**src/rtl/ac3_pkg.sv**
```systemverilog
// ac3_pkg: shared FSM state type, width helpers and saturation for the AC3 stage.
package ac3_pkg;
  typedef enum logic [1:0] {IDLE, ACCUM, SHIFT, OUT} state_t;
  function automatic int acc_width(input int m, input int pa, input int pw, input int mno);
    return $clog2(m) + pa + pw + $clog2(mno);
  endfunction
  function automatic int cnt_width(input int mno);
    return $clog2(mno) + 1;
  endfunction
  function automatic int sh_width(input int acc_w);
    return $clog2(acc_w) + 1;
  endfunction
  // Clamp v to the largest w-bit unsigned value.
  function automatic logic [63:0] sat(input logic [63:0] v, input int w);
    return ((v >> w) != 64'd0) ? ((64'd1 << w) - 64'd1) : v;
  endfunction
endpackage

```
**src/rtl/ac3_adder.sv**
```systemverilog
// ac3_adder: unsigned accumulation adder combining an AC2 partial sum with the running total.
module ac3_adder #(
  parameter int W = 25
) (
  input  logic [W-1:0] in_from_ac2,
  input  logic [W-1:0] in_from_reg,
  output logic [W-1:0] sum
);
  assign sum = in_from_ac2 + in_from_reg;
endmodule

```
**src/rtl/ac3_ctrl.sv**
```systemverilog
// ac3_ctrl: accumulates a programmed number of AC2 partial sums, then serially
// right-shifts and saturates the total to Pa bits for a valid/ready output.
module ac3_ctrl
  import ac3_pkg::*;
#(
  parameter int M = 16,
  parameter int Pa = 8,
  parameter int Pw = 4,
  parameter int MNO = 288,
  localparam int ACC_W = acc_width(M, Pa, Pw, MNO),
  localparam int CNT_W = cnt_width(MNO),
  localparam int SH_W = sh_width(ACC_W)
) (
  input  logic             clk,
  input  logic             rst_n,
  input  logic             start,
  input  logic [CNT_W-1:0] num_ops,
  input  logic [SH_W-1:0]  shift_amt,
  input  logic             in_valid,
  output logic             in_ready,
  input  logic [ACC_W-1:0] in_data,
  output logic             out_valid,
  input  logic             out_ready,
  output logic [Pa-1:0]    out_data,
  output logic             busy,
  output logic             done
);
  state_t state;
  logic [ACC_W-1:0] acc, sum;
  logic [CNT_W-1:0] cnt;
  logic [SH_W-1:0] shcnt;
  logic [Pa-1:0] sat_v;
  logic beat;
  assign beat = in_valid & in_ready;
  assign sat_v = Pa'(sat(64'(acc), Pa));
  ac3_adder #(.W(ACC_W)) u_add (
    .in_from_ac2(in_data),
    .in_from_reg(acc),
    .sum(sum)
  );
  always_ff @(posedge clk or negedge rst_n) begin
    if (!rst_n) begin
      state <= IDLE;
      acc <= '0;
      cnt <= '0;
      shcnt <= '0;
      in_ready <= 1'b0;
      out_valid <= 1'b0;
      out_data <= '0;
      busy <= 1'b0;
      done <= 1'b0;
    end else begin
      done <= 1'b0;
      case (state)
        IDLE: if (start) begin
          acc <= '0;
          cnt <= (num_ops > CNT_W'(MNO)) ? CNT_W'(MNO) : num_ops;
          shcnt <= (shift_amt > SH_W'(ACC_W)) ? SH_W'(ACC_W) : shift_amt;
          busy <= 1'b1;
          in_ready <= (num_ops != '0);
          state <= (num_ops != '0) ? ACCUM : SHIFT;
        end
        ACCUM: if (beat) begin
          acc <= sum;
          cnt <= cnt - CNT_W'(1);
          if (cnt == CNT_W'(1)) begin
            in_ready <= 1'b0;
            state <= SHIFT;
          end
        end
        SHIFT: if (shcnt == '0) begin
          out_valid <= 1'b1;
          out_data <= sat_v;
          state <= OUT;
        end else begin
          acc <= acc >> 1;
          shcnt <= shcnt - SH_W'(1);
        end
        OUT: if (out_ready) begin
          done <= 1'b1;
          out_valid <= 1'b0;
          busy <= 1'b0;
          state <= IDLE;
        end
        default: state <= IDLE;
      endcase
    end
  end
endmodule

```
**config.mk**
```make
export PLATFORM = sky130hd
export DESIGN_NAME = ac3_ctrl
export DESIGN_NICKNAME = d
export VERILOG_FILES = /design/src/rtl/ac3_pkg.sv /design/src/rtl/ac3_adder.sv /design/src/rtl/ac3_ctrl.sv
export SDC_FILE = /design/constraint.sdc
export NUM_CORES = 1
export LEC_CHECK = 0
export CAP_MARGIN = 20
export CORE_MARGIN = 2
export CORE_UTILIZATION = 40
export DETAILED_ROUTE_END_ITERATION = 7
export PLACE_DENSITY_LB_ADDON = 0.3
export RECOVER_POWER = 50
export SYNTH_ARGS = -nofsm -noshare
export SYNTH_HDL_FRONTEND = slang
export SYNTH_HIERARCHICAL = 1
export SYNTH_SLANG_ARGS = --single-unit
```
**constraint.sdc**
```tcl
create_clock -name clk -period 2.7 [get_ports clk]
set_input_delay 0.54 -clock clk [delete_from_list [all_inputs] [get_ports clk]]
set_output_delay 0.54 -clock clk [all_outputs]
set_load 0.01 [all_outputs]
```
After elaboration in Yosys (flattened, before gate mapping)
Cells that the tools add are included.

cells by class
  add/sub/neg operators = 3
  order comparisons = 2
  equal/unequal tests = 10
  multiplexer cells = 31
  bitwise logic cells = 1
  reduce and logical (&&, ||, !) cells = 17

operator list
  operator                                                         count
  2-to-1 mux 25 bit                                                3
  one-hot mux 25 bit (3 select lines)                              1
  nonzero test 64 bit                                              1
  2-to-1 mux 10 bit                                                3
  adder 25 bit                                                     1
  one-hot mux 10 bit (2 select lines)                              1
  2-to-1 mux 6 bit                                                 3
  2-to-1 mux 2 bit                                                 6
  inequality test 2 bit (second input constant)                    6
  one-hot mux 6 bit (2 select lines)                               1
  AND reduction 3 bit                                              4
  equality test 10 x 1 -> 1 bit (second input constant)            1
  greater-than comparator 10 x 9 -> 1 bit (second input constant)  1
  nonzero test 10 bit                                              1
  subtractor 10 x 1 -> 10 bit (second input constant)              1
  2-to-1 mux 1 bit                                                 8
  2-to-1 mux 8 bit                                                 1
  one-hot mux 2 bit (4 select lines)                               1
  AND reduction 4 bit                                              2
  nonzero test 2 bit                                               4
  greater-than comparator 6 x 5 -> 1 bit (second input constant)   1
  logical NOT 6 bit                                                1
  one-hot mux 1 bit (2 select lines)                               3
  subtractor 6 x 1 -> 6 bit (second input constant)                1
  other kinds (7)                                                  8

word-level totals
  flip-flop bits (word level) = 55
  input port bits = 46
  output and inout bits = 12

Depth between registers and ports, before layout
  depth after elaboration = 4
  mapped depth = 11
  mapped depth without buffers = 11

Modules after synthesis
Netlist, hierarchy kept.

by module, submodules not included
  module     instances  cells each  area each (um2)
  ac3_ctrl   1          312         3,261.9
  ac3_adder  1          184         1,330.0

Worst setup path before layout
Ideal clock, no wire load.

  path type = input to register
  start point = in in_data[0]
  end point = reg acc[22]
  arrival time = 2.829 ns
  path slack = -0.253 ns
  cell stages on the path = 11
  cell sequence = ha_1 > fa_1 > a211oi_1 > o21ai_1 > o211ai_2 > a211oi_1 > or4b_1 > o211a_1 > a22oi_1 > nor2_1 > mux2_2

on the way
  word-level cells in the longest chain between the ends = 3

RTL lines
  element                              RTL line        source
  start, declared                      ac3_ctrl.sv:21  input logic [ACC_W-1:0] in_data,
  adder 25 bit                         ac3_adder.sv:9  assign sum = in_from_ac2 + in_from_reg;
  named net sum[22]                    ac3_ctrl.sv:29  logic [ACC_W-1:0] acc, sum;
  2-to-1 mux 25 bit                    ac3_ctrl.sv:63  ACCUM: if (beat) begin
  one-hot mux 25 bit (3 select lines)  ac3_ctrl.sv:54  case (state)
  end signal, assigned                 ac3_ctrl.sv:64  acc <= sum;
  end signal, assigned                 ac3_ctrl.sv:76  acc <= acc >> 1;
  end, declared                        ac3_ctrl.sv:29

The timed path passes the listed nets, and every way through them passes these cells. The select of a mux whose other input is x is not followed.
A chain may end at the register's enable or synchronous reset.

Final worst setup path
  start point = reg acc[0]
  end point = reg acc[22]

on the way
  word-level cells in the longest chain between the ends = 3

RTL lines
  element                              RTL line
  adder 25 bit                         ac3_adder.sv:9
  named net sum[22]                    ac3_ctrl.sv:29
  2-to-1 mux 25 bit                    ac3_ctrl.sv:63
  one-hot mux 25 bit (3 select lines)  ac3_ctrl.sv:54

The timed path passes the listed nets, and every way through them passes these cells. The select of a mux whose other input is x is not followed.

==> metrics.md <==
| Metric | Value |
|---|---|
| Status | `finished with violations` |
| Failing checks | `setup timing` |
| Clock Tree Buf Depth | `2` |
| Hpwl dp | `between 9 and 10 mm` |
| CP Data Arrival Time | `3.02 ns` |
| Ys Warns | `6` |
| Pin count of the biggest net entering global routing | `41` |
| Slew HR | `0.05047` |
| Pwr per Cell Area | `271.1 nW/um^2` |
| Post-route minimum period | `around 2.8 ns` |
| Vias in the first global route | `approximately 4300` |
| Pre-CTS setup slack | `-0.7151 ns` |
| Switching portion of total power | `0.2339` |
| Final core occ | `0.5797` |
| Post-Syn Nets | `577` |
| IO Port Bufs | `57` |
| Routed wl met3 | `roughly 300 um` |
| Num rows | `39` |
| Core Region | `between 10000 and 15000 sq um` |
| Largest area contributor in the netlist | `dfrtp_1` |
| Clock buffer count from CTS | `5` |
| Antenna diodes | `0` |
| P_sw | `about 420 uW` |
| Setup CP Type | `flip-flop to flip-flop` |
| Tcrit/Tclk final | `1.055` |
| Sequential element share of the synthesized area | `0.2997` |
| Setup WS post-layout | `-0.1474 ns` |
| Total GRT Usage | `0.1996` |
| I/O pin cnt | `between 50 and 60` |
| Avg Cell Area, Syn | `about 9.3 sq um` |
| DRT Pass-1 Iters | `4` |
| Post-synth EDFFs | `0` |
| Max-slew violations | `0` |
| Die area | `12350 sq um` |
| Cell Int Power | `approximately 1.4 mW` |
| Dominant synthesized flop cell | `dfrtp_1` |
| Yosys cell types | `between 70 and 80` |
| Post-Route WL | `about 13 mm` |
| Req. time, crit path | `~2.9 ns` |
| Synth Instances | `~500` |
| Clk_skew | `a little under 0.007 ns` |
| Hold Path Class | `primary input to async pin` |
| Clk sinks | `55` |
| Clk_lat worst skew | `between 0.2 and 0.3 ns` |
| DRC viols | `0` |
| ANT nets after route | `0` |
| Mapped Area | `4592 sq um` |
| Combinational power share | `0.152` |
| Lkg Pwr | `about 3.2 nW` |
| Die Y-Extent | `~110 um` |
| TritonCTS clock tree | `built` |
| H-tree lvl count | `2` |
| Layout area overhead | `42.92%` |
| Crit path capture type | `flip-flop` |
| Maximum clock rate | `~0.35 GHz` |
| Seq cells post-synth | `between 50 and 60` |
| Synth area leaders | `dfrtp_1 (30%), ha_1 (9.3%), mux2_4 (6.5%)` |
| Max-cap check violation count | `0` |
| Avg WL per Cell | `roughly 16 um` |
| Worst-Margin Slew | `1.424 ns` |
| GRT overflow | `0` |
| Final Hold Fails | `0` |
| Vias/cell | `~5.6` |
| Gpl congestion | `0.9142` |
| Top layer used by detailed routing | `met4` |
| CTS clock-pin slew for the worst setup and hold paths | `0.07 ns` |
| Starting DRT DRC Count | `between 200 and 250` |
| Metal-1 WL | `about 6 mm` |
| Antenna violations before repair | `0` |
| Share of layout cells above drive strength 1 | `0.3312` |
| Top cell type's share of synthesized area | `0.2997` |
| DIE WIDTH | `roughly 110 um` |
| Final nets | `717` |
| Initial Util | `0.4056` |
| Clock root buffer | `clkbuf_16` |
| RSZ-0062 raised after global routing | `yes` |
| Peak VDD IR | `between 200 and 300 uV` |
| FFs w/ async S/R, synth | `1.000` |
| Clk pwr share | `0.385` |
| Detailed route wirelength on metal2 | `6.293 mm` |
| Vias | `between 4000 and 5000` |
| Worst setup SP type | `flip-flop` |
| CP Max Fanout | `2` |
| Global-route wire length before repair | `between 20 and 25 mm` |
| Sequential cell fraction of total power | `0.463` |
| Setup violations, final | `2` |
-- what timing repair did --
action                                  in CTS  in global routing
gates resized for setup                     45                 56
endpoints found under the setup margin      16                 15
pin swaps                                   24                 41
hold buffers                                 0                  0
buffers inserted                             4                  6
gates cloned                                 0                  0
-- sequential cells by signal, summed over array words and instances, names as in the netlist --
| signal | flops |
|---|---|
| out_valid | 1 |
| done | 1 |
| acc | 25 |
| busy | 1 |
| cnt | 10 |
| shcnt | 6 |
| out_data | 8 |
| in_ready | 1 |
| state | 2 |
-- per-layer routing --
layer	track usage	vias up
met4	0.04609	0
met1	0.2650	2168
li1	-	2151
met5	0	-
met2	0.3513	63
met3	0.02078	13
-- layout make-up --
| cell class | count | area (sq um) |
|---|---|---|
| well taps | 143 | 178.9 |
| inverters | 15 | 56.30 |
| clock inverters | 1 | 7.507 |
| multi-input cells | 402 | 3472 |
| flip-flops and latches | 55 | 1376 |
| clock buffers | 7 | 152.6 |
| repair buffers | 157 | 1319 |
| fillers | 998 | 4758 |
-- power by group through the flow --
stage / Sequential [mW] / Clock (mW) / Combinational (mW)
after floorplan: 0.840 / 0 / 0.0918
final: 0.823 / 0.685 / 0.270
after global placement: 0.839 / 0 / 0.240
after global routing: 0.823 / 0.733 / 0.295
after CTS: 0.823 / 0.702 / 0.253
after detailed placement: 0.839 / 0 / 0.242
-- through the flow --
step | hold slack [ns] | TNS [ns] | instances | area (sq um) | total power, mW
floorplan | 0.2444 | -0.1326 | 496 | 4603 | 0.9313
global placement | 0.4425 | -7.951 | 762 | 5876 | 1.079
detailed placement | 0.4461 | -8.847 | 762 | 5876 | 1.081
CTS | 0.1412 | -0.2871 | 774 | 6245 | 1.778
global route | 0.3219 | -0.6937 | 780 | 6563 | 1.851
finish | 0.2802 | -0.1583 | 780 | 6563 | 1.779
-- layout by cell type, fill, tap and decap left out, types with 9 or more instances in the layout --
| cell type | n |
|---|---|
| mux2_4 | 22 |
| ha_1 | 17 |
| inv_1 | 15 |
| dfrtp_1 | 55 |
| o21ai_0 | 14 |
| clkdlybuf4s50_1 | 41 |
| dlymetal6s2s_1 | 9 |
| a22oi_1 | 25 |
| a21oi_1 | 18 |
| xor2_1 | 9 |
| nor3_1 | 9 |
| xnor2_1 | 11 |
| a21o_1 | 13 |
| nor2_1 | 48 |
| ha_4 | 16 |
| buf_4 | 97 |
| nand2_1 | 29 |
-- critical path: stages, from the launching register on --
cell      delay, ns
dfrtp_1        0.40
ha_2           0.19
fa_2           0.36
a211oi_2       0.22
o21ai_2        0.09
o211ai_2       0.27
a211oi_2       0.13
or4b_1         0.48
o211a_1        0.13
a22oi_1        0.13
nor2_1         0.06
mux2_4         0.27
-- logic make-up after synthesis --
family / count (synthesis) / synth area share
compound gates: 150 / 0.2360
xor+xnor: 21 / 0.04006
fa+ha+maj: 35 / 0.09700
buf+inv: 39 / 0.04441
flops: 55 / 0.2997
mux: 31 / 0.09183
simple gates: 165 / 0.1910
-- cell usage after synthesis, types with 3 or more instances --
master / count
clkbuf_1: 16
buf_6: 3
and2_1: 5
nor3_1: 10
a21o_1: 13
nand2_1: 32
o21ai_0: 25
nor2_1: 51
nor4_1: 6
o22a_1: 8
a221o_1: 4
a221oi_1: 3
mux2_4: 20
nor3b_1: 3
a22oi_1: 25
xnor2_1: 12
and3_1: 3
or4b_1: 4
ha_1: 34
or3_1: 5
or4_1: 6
a211oi_1: 6
o21a_1: 3
inv_1: 15
a21oi_1: 27
nand3b_1: 3
dfrtp_1: 55
o221ai_1: 4
xor2_1: 9
nand2b_1: 3
nand3_1: 9
mux2_2: 8
nor2b_1: 5
nand4_1: 5
a31oi_1: 4
-- path summary, 6_finish.rpt --
check	startpoint	endpoint	slack (ns)	depth (start not counted)
max in group asynchronous	rst_n	acc[8]	0.66	2
max reg2reg	acc[0]	acc[22]	-0.15	11
min in group clk	out_data[0]	out_data[0]	0.52	1
max	acc[0]	acc[22]	-0.15	11
min reg2reg	out_data[0]	out_data[0]	0.52	1
min	rst_n	out_data[3]	0.28	1
Power figures use the tool's default switching activity.
